`config.mk`:
```
export PLATFORM = sky130hd
export DESIGN_NAME = led_matrix_scan_flat
export DESIGN_NICKNAME = d
export VERILOG_FILES = /design/src/rtl/led_matrix_pkg.sv /design/src/rtl/led_matrix_scan_if.sv /design/src/rtl/led_matrix_scan.sv /design/src/flat_wrapper.sv
export SDC_FILE = /design/constraint.sdc
export NUM_CORES = 1
export LEC_CHECK = 0
export ABC_AREA = 1
export BUFFER_PORTS_ARGS = -buffer_cell sky130_fd_sc_hd__buf_2
export CORE_ASPECT_RATIO = 0.8
export CORE_UTILIZATION = 60
export DETAILED_ROUTE_END_ITERATION = 10
export PLACE_DENSITY_LB_ADDON = 0.05
export SLEW_MARGIN = 20
export SYNTH_ARGS = -nofsm -noshare
export SYNTH_HDL_FRONTEND = slang
export SYNTH_SLANG_ARGS = --single-unit
```
`constraint.sdc`:
```
create_clock -name clk -period 7.3 [get_ports clk]
set_input_delay 1.46 -clock clk [delete_from_list [all_inputs] [get_ports clk]]
set_output_delay 1.46 -clock clk [all_outputs]
set_load 0.02 [all_outputs]
```
`src/rtl/led_matrix_pkg.sv`:
```
// Shared types, constants and the row-select decoder for the LED matrix scanner.
package led_matrix_pkg;

    localparam int MATRIX_DIM = 8;
    localparam int ROW_IDX_W  = 3;

    typedef logic [7:0] row_t;

    typedef enum logic [0:0] {
        SCAN_BLANK = 1'b0,
        SCAN_DRIVE = 1'b1
    } scan_state_e;

    // A row select is only a valid write address when exactly one bit is set.
    function automatic void onehot_idx(
        input  row_t                 row,
        output logic [ROW_IDX_W-1:0] idx,
        output logic                 valid
    );
        int unsigned ones;
        ones = 0;
        idx  = '0;
        for (int i = 0; i < MATRIX_DIM; i++) begin
            if (row[i]) begin
                ones = ones + 1;
                idx  = ROW_IDX_W'(i);
            end
        end
        valid = (ones == 1);
    endfunction

endpackage

```
`src/rtl/led_matrix_scan_if.sv`:
```
// CPU-side capture inputs and LED-side drive outputs of the matrix scanner.
interface led_matrix_scan_if;
    import led_matrix_pkg::*;

    row_t col;
    row_t row;
    logic blank;
    row_t drive_row;
    row_t drive_col_n;
    logic frame_start;

    modport master (
        output col, row, blank,
        input  drive_row, drive_col_n, frame_start
    );

    modport slave (
        input  col, row, blank,
        output drive_row, drive_col_n, frame_start
    );

endinterface

```
`src/rtl/led_matrix_scan.sv`:
```
// 8x8 frame buffer capture plus blanked row-multiplexed scan of an LED matrix.
// Optional DOUBLE_BUFFER_EN: captures go to a back buffer copied to the front at each frame start.
module led_matrix_scan
    import led_matrix_pkg::*;
#(
    parameter int DWELL_CYCLES = 1000,
    parameter int BLANK_CYCLES = 50
) (
    input  logic              clk,
    input  logic              reset,
    led_matrix_scan_if.slave  bus
);

    localparam int MAX_CYCLES = (DWELL_CYCLES > BLANK_CYCLES) ? DWELL_CYCLES : BLANK_CYCLES;
    localparam int CNT_W      = $clog2(MAX_CYCLES + 1);
    localparam logic [CNT_W-1:0] DWELL_LOAD = CNT_W'(DWELL_CYCLES - 1);
    localparam logic [CNT_W-1:0] BLANK_LOAD = CNT_W'(BLANK_CYCLES - 1);

    scan_state_e            state_q, state_d;
    logic [ROW_IDX_W-1:0]   idx_q, idx_d;
    logic [CNT_W-1:0]       cnt_q, cnt_d;
    row_t                   drive_row_q, drive_row_d;
    row_t                   drive_col_n_q, drive_col_n_d;
    logic                   frame_start_q, frame_start_d;

    row_t [MATRIX_DIM-1:0]  wr_buf_q, wr_buf_d;
    row_t [MATRIX_DIM-1:0]  disp_buf;
    logic [ROW_IDX_W-1:0]   wr_idx;
    logic                   wr_valid;

    always_comb begin
        onehot_idx(bus.row, wr_idx, wr_valid);
        wr_buf_d = wr_buf_q;
        if (wr_valid) begin
            wr_buf_d[wr_idx] = bus.col;
        end
    end

`ifdef DOUBLE_BUFFER_EN
    row_t [MATRIX_DIM-1:0]  front_q, front_d;

    // The copy uses the pre-capture back buffer, so a same-cycle write waits a frame.
    always_comb begin
        front_d = frame_start_d ? wr_buf_q : front_q;
    end

    always_ff @(posedge clk) begin
        if (!reset) begin
            front_q <= '0;
        end else begin
            front_q <= front_d;
        end
    end

    assign disp_buf = front_q;
`else
    assign disp_buf = wr_buf_q;
`endif

    always_comb begin
        state_d       = state_q;
        idx_d         = idx_q;
        cnt_d         = cnt_q - CNT_W'(1);
        frame_start_d = 1'b0;
        unique case (state_q)
            SCAN_BLANK: begin
                if (cnt_q == '0) begin
                    state_d = SCAN_DRIVE;
                    cnt_d   = DWELL_LOAD;
                end
            end
            SCAN_DRIVE: begin
                if (cnt_q == '0) begin
                    state_d       = SCAN_BLANK;
                    cnt_d         = BLANK_LOAD;
                    idx_d         = idx_q + 3'd1;
                    frame_start_d = (idx_q == 3'd7);
                end
            end
            default: begin
                state_d = SCAN_BLANK;
                cnt_d   = BLANK_LOAD;
            end
        endcase
    end

    // Outputs are registered from the next state so they line up with the state register.
    always_comb begin
        drive_row_d   = '0;
        drive_col_n_d = 8'hFF;
        if (state_d == SCAN_DRIVE && !bus.blank) begin
            drive_row_d   = row_t'(8'h01) << idx_d;
            drive_col_n_d = ~disp_buf[idx_d];
        end
    end

    always_ff @(posedge clk) begin
        if (!reset) begin
            state_q       <= SCAN_BLANK;
            idx_q         <= '0;
            cnt_q         <= BLANK_LOAD;
            drive_row_q   <= '0;
            drive_col_n_q <= 8'hFF;
            frame_start_q <= 1'b0;
            wr_buf_q      <= '0;
        end else begin
            state_q       <= state_d;
            idx_q         <= idx_d;
            cnt_q         <= cnt_d;
            drive_row_q   <= drive_row_d;
            drive_col_n_q <= drive_col_n_d;
            frame_start_q <= frame_start_d;
            wr_buf_q      <= wr_buf_d;
        end
    end

    assign bus.drive_row   = drive_row_q;
    assign bus.drive_col_n = drive_col_n_q;
    assign bus.frame_start = frame_start_q;

endmodule

```
`src/flat_wrapper.sv`:
```
// flat-port wrapper written by rule: the top's interface ports become plain ports
module led_matrix_scan_flat import led_matrix_pkg::*;
#(
    parameter int DWELL_CYCLES = 1000,
    parameter int BLANK_CYCLES = 50
)
  (clk, reset, bus_col, bus_row, bus_blank, bus_drive_row, bus_drive_col_n, bus_frame_start);
  led_matrix_scan_if bus_i ();
  input  logic clk;
  input  logic reset;
  input wire logic [$bits(bus_i.col)-1:0] bus_col;
  input wire logic [$bits(bus_i.row)-1:0] bus_row;
  input wire logic [$bits(bus_i.blank)-1:0] bus_blank;
  output wire logic [$bits(bus_i.drive_row)-1:0] bus_drive_row;
  output wire logic [$bits(bus_i.drive_col_n)-1:0] bus_drive_col_n;
  output wire logic [$bits(bus_i.frame_start)-1:0] bus_frame_start;
  assign bus_i.col = bus_col;
  assign bus_i.row = bus_row;
  assign bus_i.blank = bus_blank;
  assign bus_drive_row = bus_i.drive_row;
  assign bus_drive_col_n = bus_i.drive_col_n;
  assign bus_frame_start = bus_i.frame_start;
  led_matrix_scan #(.DWELL_CYCLES(DWELL_CYCLES), .BLANK_CYCLES(BLANK_CYCLES)) u_core (.clk(clk), .reset(reset), .bus(bus_i));
endmodule
```
# --- After elaboration in Yosys (flattened, before gate mapping) ---
# Index checks and enable logic that the tools add are counted.
# Widths: inputs -> output; s select.
classes:
  n_addsub: 9
  n_lt_le_gt_ge: 3
  n_eq_ne: 2
  shifts: 1
  n_mux: 28
  bitwise: 2
  reduce_logical: 6
op_table:
  columns: ["op", "n"]
  rows:
  - ["$mux 32", 7]
  - ["$add 32x1->32 const B", 6]
  - ["$bwmux 64", 1]
  - ["$eq 32x1->1 const B", 1]
  - ["$bmux 8 s3", 1]
  - ["$demux 8 s3", 1]
  - ["$mux 10", 2]
  - ["$pmux 10 s2", 1]
  - ["$mux 3", 6]
  - ["$mux 8", 2]
  - ["$logic_not 10->1", 1]
  - ["$sub 10x1->10 const B", 1]
  - ["$lt 3x4->1 const B", 2]
  - ["$not 8->8", 1]
  - ["$shl 1x3->8 const A", 1]
  - ["$mux 1", 4]
  - ["$mux 2", 2]
  - ["$add 3x1->3 const B", 1]
  - ["$eq 3x3->1 const B", 1]
  - ["$ge 3x1->1 const B", 1]
  - ["$reduce_and 3->1", 1]
  - ["$add 1x1->2 const B", 1]
  - ["$logic_and 1x1->1", 2]
  - ["$pmux 1 s2", 1]
  - ["3 further kinds", 3]
totals:
  ff_bits: 95
  out_inout_bits: 17
  wordCells: 65

# --- Logic depth before layout (Yosys ltp) ---
depth:
  depth_word: 16
  mapped_depth: 31
  ltp_nobuf: 31

# --- Least setup slack after synthesis ---
# OpenSTA, ideal clock, no wires.
synth_path:
  path_type: "in2reg"
  startpoint: "input bus_row[0]"
  endpoint: "register u_core.wr_buf_q (netlist bit u_core.disp_buf[43])"
  setup_time_ns: 0.110
  arrival_time_ns: 5.062
  required_time_ns: 7.190
  path_slack_ns: 2.128
  path_stages: 31
  n_path_buf: 1
  cell_sequence: "inv_1 > ha_1 > inv_1 > nand2_1 > nand2_1 > inv_1 > ha_1 > nand2_1 > nand2_1 > ha_1 > or2_2 > nand2_1 > inv_1 > ha_1 > nand2_1 > nand2_1 > ha_1 > nand2_1 > nand2_1 > ha_1 > nand2_1 > inv_1 > nand4_1 > nand2_1 > nand2_4 > inv_1 > nor2_4 > buf_2 > nand4_1 > nand2_1 > nor2_1"
synth_between:
  elab_chain_len: 16
synth_lines:
  columns: ["item", "line_no", "rtl"]
  rows:
  - ["start: declaration", "flat_wrapper.sv:12", "input wire logic [$bits(bus_i.row)-1:0] bus_row;"]
  - ["$mux 1 (*)", "led_matrix_pkg.sv:24", "if (row[i]) begin"]
  - ["$add 1x1->2", "led_matrix_pkg.sv:25", "ones = ones + 1;"]
  - ["$mux 32 (*)", "led_matrix_pkg.sv:24", null]
  - ["$add 32x1->32", "led_matrix_pkg.sv:25", null]
  - ["$mux 32 (*)", "led_matrix_pkg.sv:24", null]
  - ["$add 32x1->32", "led_matrix_pkg.sv:25", null]
  - ["$mux 32 (*)", "led_matrix_pkg.sv:24", null]
  - ["$add 32x1->32", "led_matrix_pkg.sv:25", null]
  - ["$mux 32 (*)", "led_matrix_pkg.sv:24", null]
  - ["$add 32x1->32", "led_matrix_pkg.sv:25", null]
  - ["$mux 32 (*)", "led_matrix_pkg.sv:24", null]
  - ["$add 32x1->32", "led_matrix_pkg.sv:25", null]
  - ["$mux 32 (*)", "led_matrix_pkg.sv:24", null]
  - ["$add 32x1->32", "led_matrix_pkg.sv:25", null]
  - ["$mux 32 (*)", "led_matrix_pkg.sv:24", null]
  - ["$eq 32x1->1 (*)", "led_matrix_pkg.sv:29", "valid = (ones == 1);"]
  - ["end signal: assignment", "led_matrix_scan.sv:113", "wr_buf_q <= wr_buf_d;"]
  - ["end: declaration", "led_matrix_scan.sv:26", "row_t [MATRIX_DIM-1:0] wr_buf_q, wr_buf_d;"]
# Every way passes the cells marked *; elsewhere a longest branch is shown, timed or not.
# A chain may end at the register's enable or synchronous reset.

# --- Final worst setup path ---
layout_path:
  startpoint: "input bus_row[0]"
  endpoint: "register u_core.wr_buf_q (netlist bit u_core.disp_buf[15])"
# Same word-level chain as after synthesis.

==> results.yml <==
floorplan:
  die_height_um: 84.6
  effective_utilization_at_floorplan_pct: 63.2
  std_cell_rows: 29
  io_count: 36
  placeableCoreArea_um2: 8090
  dieWidth_um: 105
  fp.dieArea_um2: 8900
critical_path:
  crit_path_start_kind: "input port"
  required_ns: 7.60
  worst-setup-path-type: "in2reg"
  startpoint: "bus_row[0]"
  most_common_cell_on_crit_path: "sky130_fd_sc_hd__nand2_1"
  critical_path_endpoint: "u_core.disp_buf[15]"
  crit_path_top_delay_cell: "sky130_fd_sc_hd__nand4_1"
  regToRegStartpoint: "u_core.cnt_q[0]"
  worst_path_largest_cell_delay_ns: 0.64
  regToRegSetupSlack_ns: 4.41
  cp-end-kind: "flip-flop"
  crit_path_max_fanout: 34
  arrival_ns: 6.00
  worst_r2r_endpoint: "u_core.bus.drive_col_n[2]"
  ff2ff_path_depth: 11
sta:
  final_min_period_over_clock_period_pct: 78.1
  slew_worst_pin_ns: 0.805
  report.final.setup_viol: 0
  slew_margin_rel_pct: 46.1
  finalHoldViolations: 0
  period_minus_slack_ns: 5.70
  totalNegativeSetupSlack_ns: 0
  fin_worst_skew_ns: 0.0120
  grt_setup_unrepaired: "no"
  final_max_slew_viol_count: 0
  achievable-frequency_mhz: 175
run:
  max_cap_viol_count: 0
route:
  avgViaCountPerCell: 5.32
  first_pass_iters: 5
  drc: 0
  ant_nets: 0
  num_vias: 5076
  wl_per_cell_um: 13.5
  drt-total-wl_um: 12800
  initial_drc_count: 394
cts:
  clkSinkCount: 95
  clk-insertion-delay-late_ns: 0.37
  cts_tree: "yes"
  cts-resized-gates: 0
  cts_max_level: 3
  hold_buffers: 0
  cts_made_buffers: 9
  clockRootBuffer: "sky130_fd_sc_hd__clkbuf_8"
  cts_post_setup_buffers_inserted: 0
  clk_pin_slew_worst_paths_ns: 0.09
  clockBufferDepth: 2
power:
  power_frac_clock_pct: 32.4
  power.share.switching_pct: 32.3
  p_switching_mw: 0.363
  sequential_fraction_of_design_power_pct: 48.1
  internal-power_mw: 0.761
  vdd_ir_drop_max_mv: 0.156
  power.leakage_nw: 2.71
  pwr_density_cell_nw_per_um2: 203
  power_frac_comb_pct: 19.5
place:
  dpl-instance-area_um2: 5330
  dpl.hpwl_um: 8700
  io_buffers: 35
  final_estimated_routing_congestion_in_global_placement: 0.891
grt:
  gr-total-overflow: 0
  grt.total_usage_pct: 29.8
  antenna_found_initial: 0
  largest_net_degree_at_the_start_of_global_routing: 70
  vias_in_the_first_global_route: 4554
  grt_first_pass_wirelength_um: 21100
finish:
  layout-area-overhead-vs-synth_pct: 8.42
  layout.filler_cells: 728
  nNetsFinal: 871
  insertedDiodeCount: 0
  layout-drive-gt1-share_pct: 7.92
  post-route-cell-area_um2: 5540
status:
  outcome: "complete, no violations"
synthesis:
  synth_area_per_cell_um2: 6.25
  post_synth_main_area_contributors: "sky130_fd_sc_hd__dfxtp_1 37%, sky130_fd_sc_hd__nand2_1 15%, sky130_fd_sc_hd__inv_1 13%"
  synthesis.area_um2: 5110
  synth_top_area_share_pct: 37.2
  yosysSeqAreaShare_pct: 37.2
  synthTopCellsByCount: "207 x sky130_fd_sc_hd__nand2_1, 178 x sky130_fd_sc_hd__inv_1, 125 x sky130_fd_sc_hd__nor2_1"
  ys_ff_latch: 95
  most_common_cell_in_the_synthesized_netlist: "sky130_fd_sc_hd__nand2_1"
  synthesis.nets: 847
  yosysUniqueCellTypes: 29
  synth.yosys.warnings: 0
  synth_enable_flop_cells: 0
  ys.flop_type: "sky130_fd_sc_hd__dfxtp_1"
  synthDominantAreaCellType: "sky130_fd_sc_hd__dfxtp_1"
  synthArstFlopShare_pct: 0
  syn-instance-count: 818
hold_path:
  worstHoldPathType: "reg2reg"
==> per-layer routing <==
metal  wire length (um)  up-vias  part of all wire [%]  GRT usage, %
met3                916       19                   7.1          5.51
met1               5890     2297                    46          39.2
met5                  0        -                     0             0
li1                   -     2568                     -             -
met4                172        0                   1.3          9.73
met2               5860      192                    46          49.4
==> worst min path at each step <==
| stage | start | end | slack (ns) | cells past startpoint |
|---|---|---|---|---|
| 5_1_grt | u_core.cnt_q[0] | u_core.cnt_q[0] | 0.41 | 1 |
| 2_1_floorplan | u_core.cnt_q[0] | u_core.cnt_q[0] | 0.37 | 1 |
| 3_5_place_dp | u_core.cnt_q[0] | u_core.cnt_q[0] | 0.38 | 1 |
| 6_report | u_core.cnt_q[0] | u_core.cnt_q[0] | 0.40 | 1 |
| 3_3_place_gp | u_core.cnt_q[0] | u_core.cnt_q[0] | 0.37 | 1 |
| 4_1_cts | u_core.cnt_q[0] | u_core.cnt_q[0] | 0.40 | 1 |
==> stage by stage <==
stage	hold slack (ns)	power (mW)	instances	utilization (%)	setup slack, ns
floorplan	0.365	0.724	818	-	2.13
global route	0.412	1.17	954	68.5	1.29
CTS	0.404	1.12	954	68.4	1.68
global placement	0.375	0.754	939	65.9	1.51
finish	0.400	1.12	954	68.5	1.60
detailed placement	0.381	0.763	939	65.9	1.31
==> area by class of cell <==
class	instances	area [um2]	share of cell area, %
Sequential cell	95	1900	34.3
Timing Repair Buffer	39	205	3.70
Tap cell	108	135	2.44
Clock inverter	5	66.3	1.20
Clock buffer	10	138	2.48
Multi-Input combinational cell	517	2420	43.7
Inverter	180	676	12.2
==> kinds of logic (layout without fill, tap and decap cells) <==
logic type / Yosys count / after routing / synth area share (%)
buffers and inverters: 206 / 234 / 15.7
AO/OA/AOI/OAI: 48 / 48 / 5.04
flip-flops: 95 / 95 / 37.2
XOR/XNOR: 5 / 5 / 0.857
adder cells (fa/ha/maj): 10 / 10 / 2.45
AND/OR/NAND/NOR: 454 / 454 / 38.8
==> worst max-delay path, delay by kind of cell <==
family | cells | cell delay, ns
and+or+nand+nor | 15 | 2.21
buffers and inverters | 6 | 0.34
AOI/OAI and AO/OA | 1 | 0.31
adders and majority gates | 6 | 1.68
==> registers in the layout, summed over array words and instances (netlist names) <==
name and flops:
u_core.state_q 1, u_core.bus.drive_row 8, u_core.disp_buf 64, u_core.cnt_q 10, u_core.idx_q 3, u_core.bus.frame_start 1
u_core.bus.drive_col_n 8
==> power groups by stage <==
stage	clock, mW	sequential, mW	combinational (mW)
final	0.364	0.541	0.219
after global routing	0.386	0.543	0.242
after CTS	0.369	0.540	0.212
after detailed placement	0	0.553	0.210
after global placement	0	0.552	0.202
after floorplan	0	0.551	0.174
==> layout by cell type, fill, tap and decap left out, types with 3 or more instances in the layout <==
cell	synthesis	final
sky130_fd_sc_hd__nand2_1	207	207
sky130_fd_sc_hd__inv_1	178	178
sky130_fd_sc_hd__nor2_1	125	125
sky130_fd_sc_hd__dfxtp_1	95	95
sky130_fd_sc_hd__nand4_1	74	74
sky130_fd_sc_hd__buf_2	14	35
sky130_fd_sc_hd__o21ai_0	33	33
sky130_fd_sc_hd__nand3_1	23	23
sky130_fd_sc_hd__nor3_1	15	14
sky130_fd_sc_hd__ha_1	10	10
sky130_fd_sc_hd__clkbuf_8	0	10
sky130_fd_sc_hd__a21oi_1	7	7
sky130_fd_sc_hd__o211ai_1	4	4
sky130_fd_sc_hd__nor2_2	4	4
sky130_fd_sc_hd__buf_4	3	4
sky130_fd_sc_hd__xnor2_1	3	3
No activity file was read; power rests on OpenSTA's default activity.
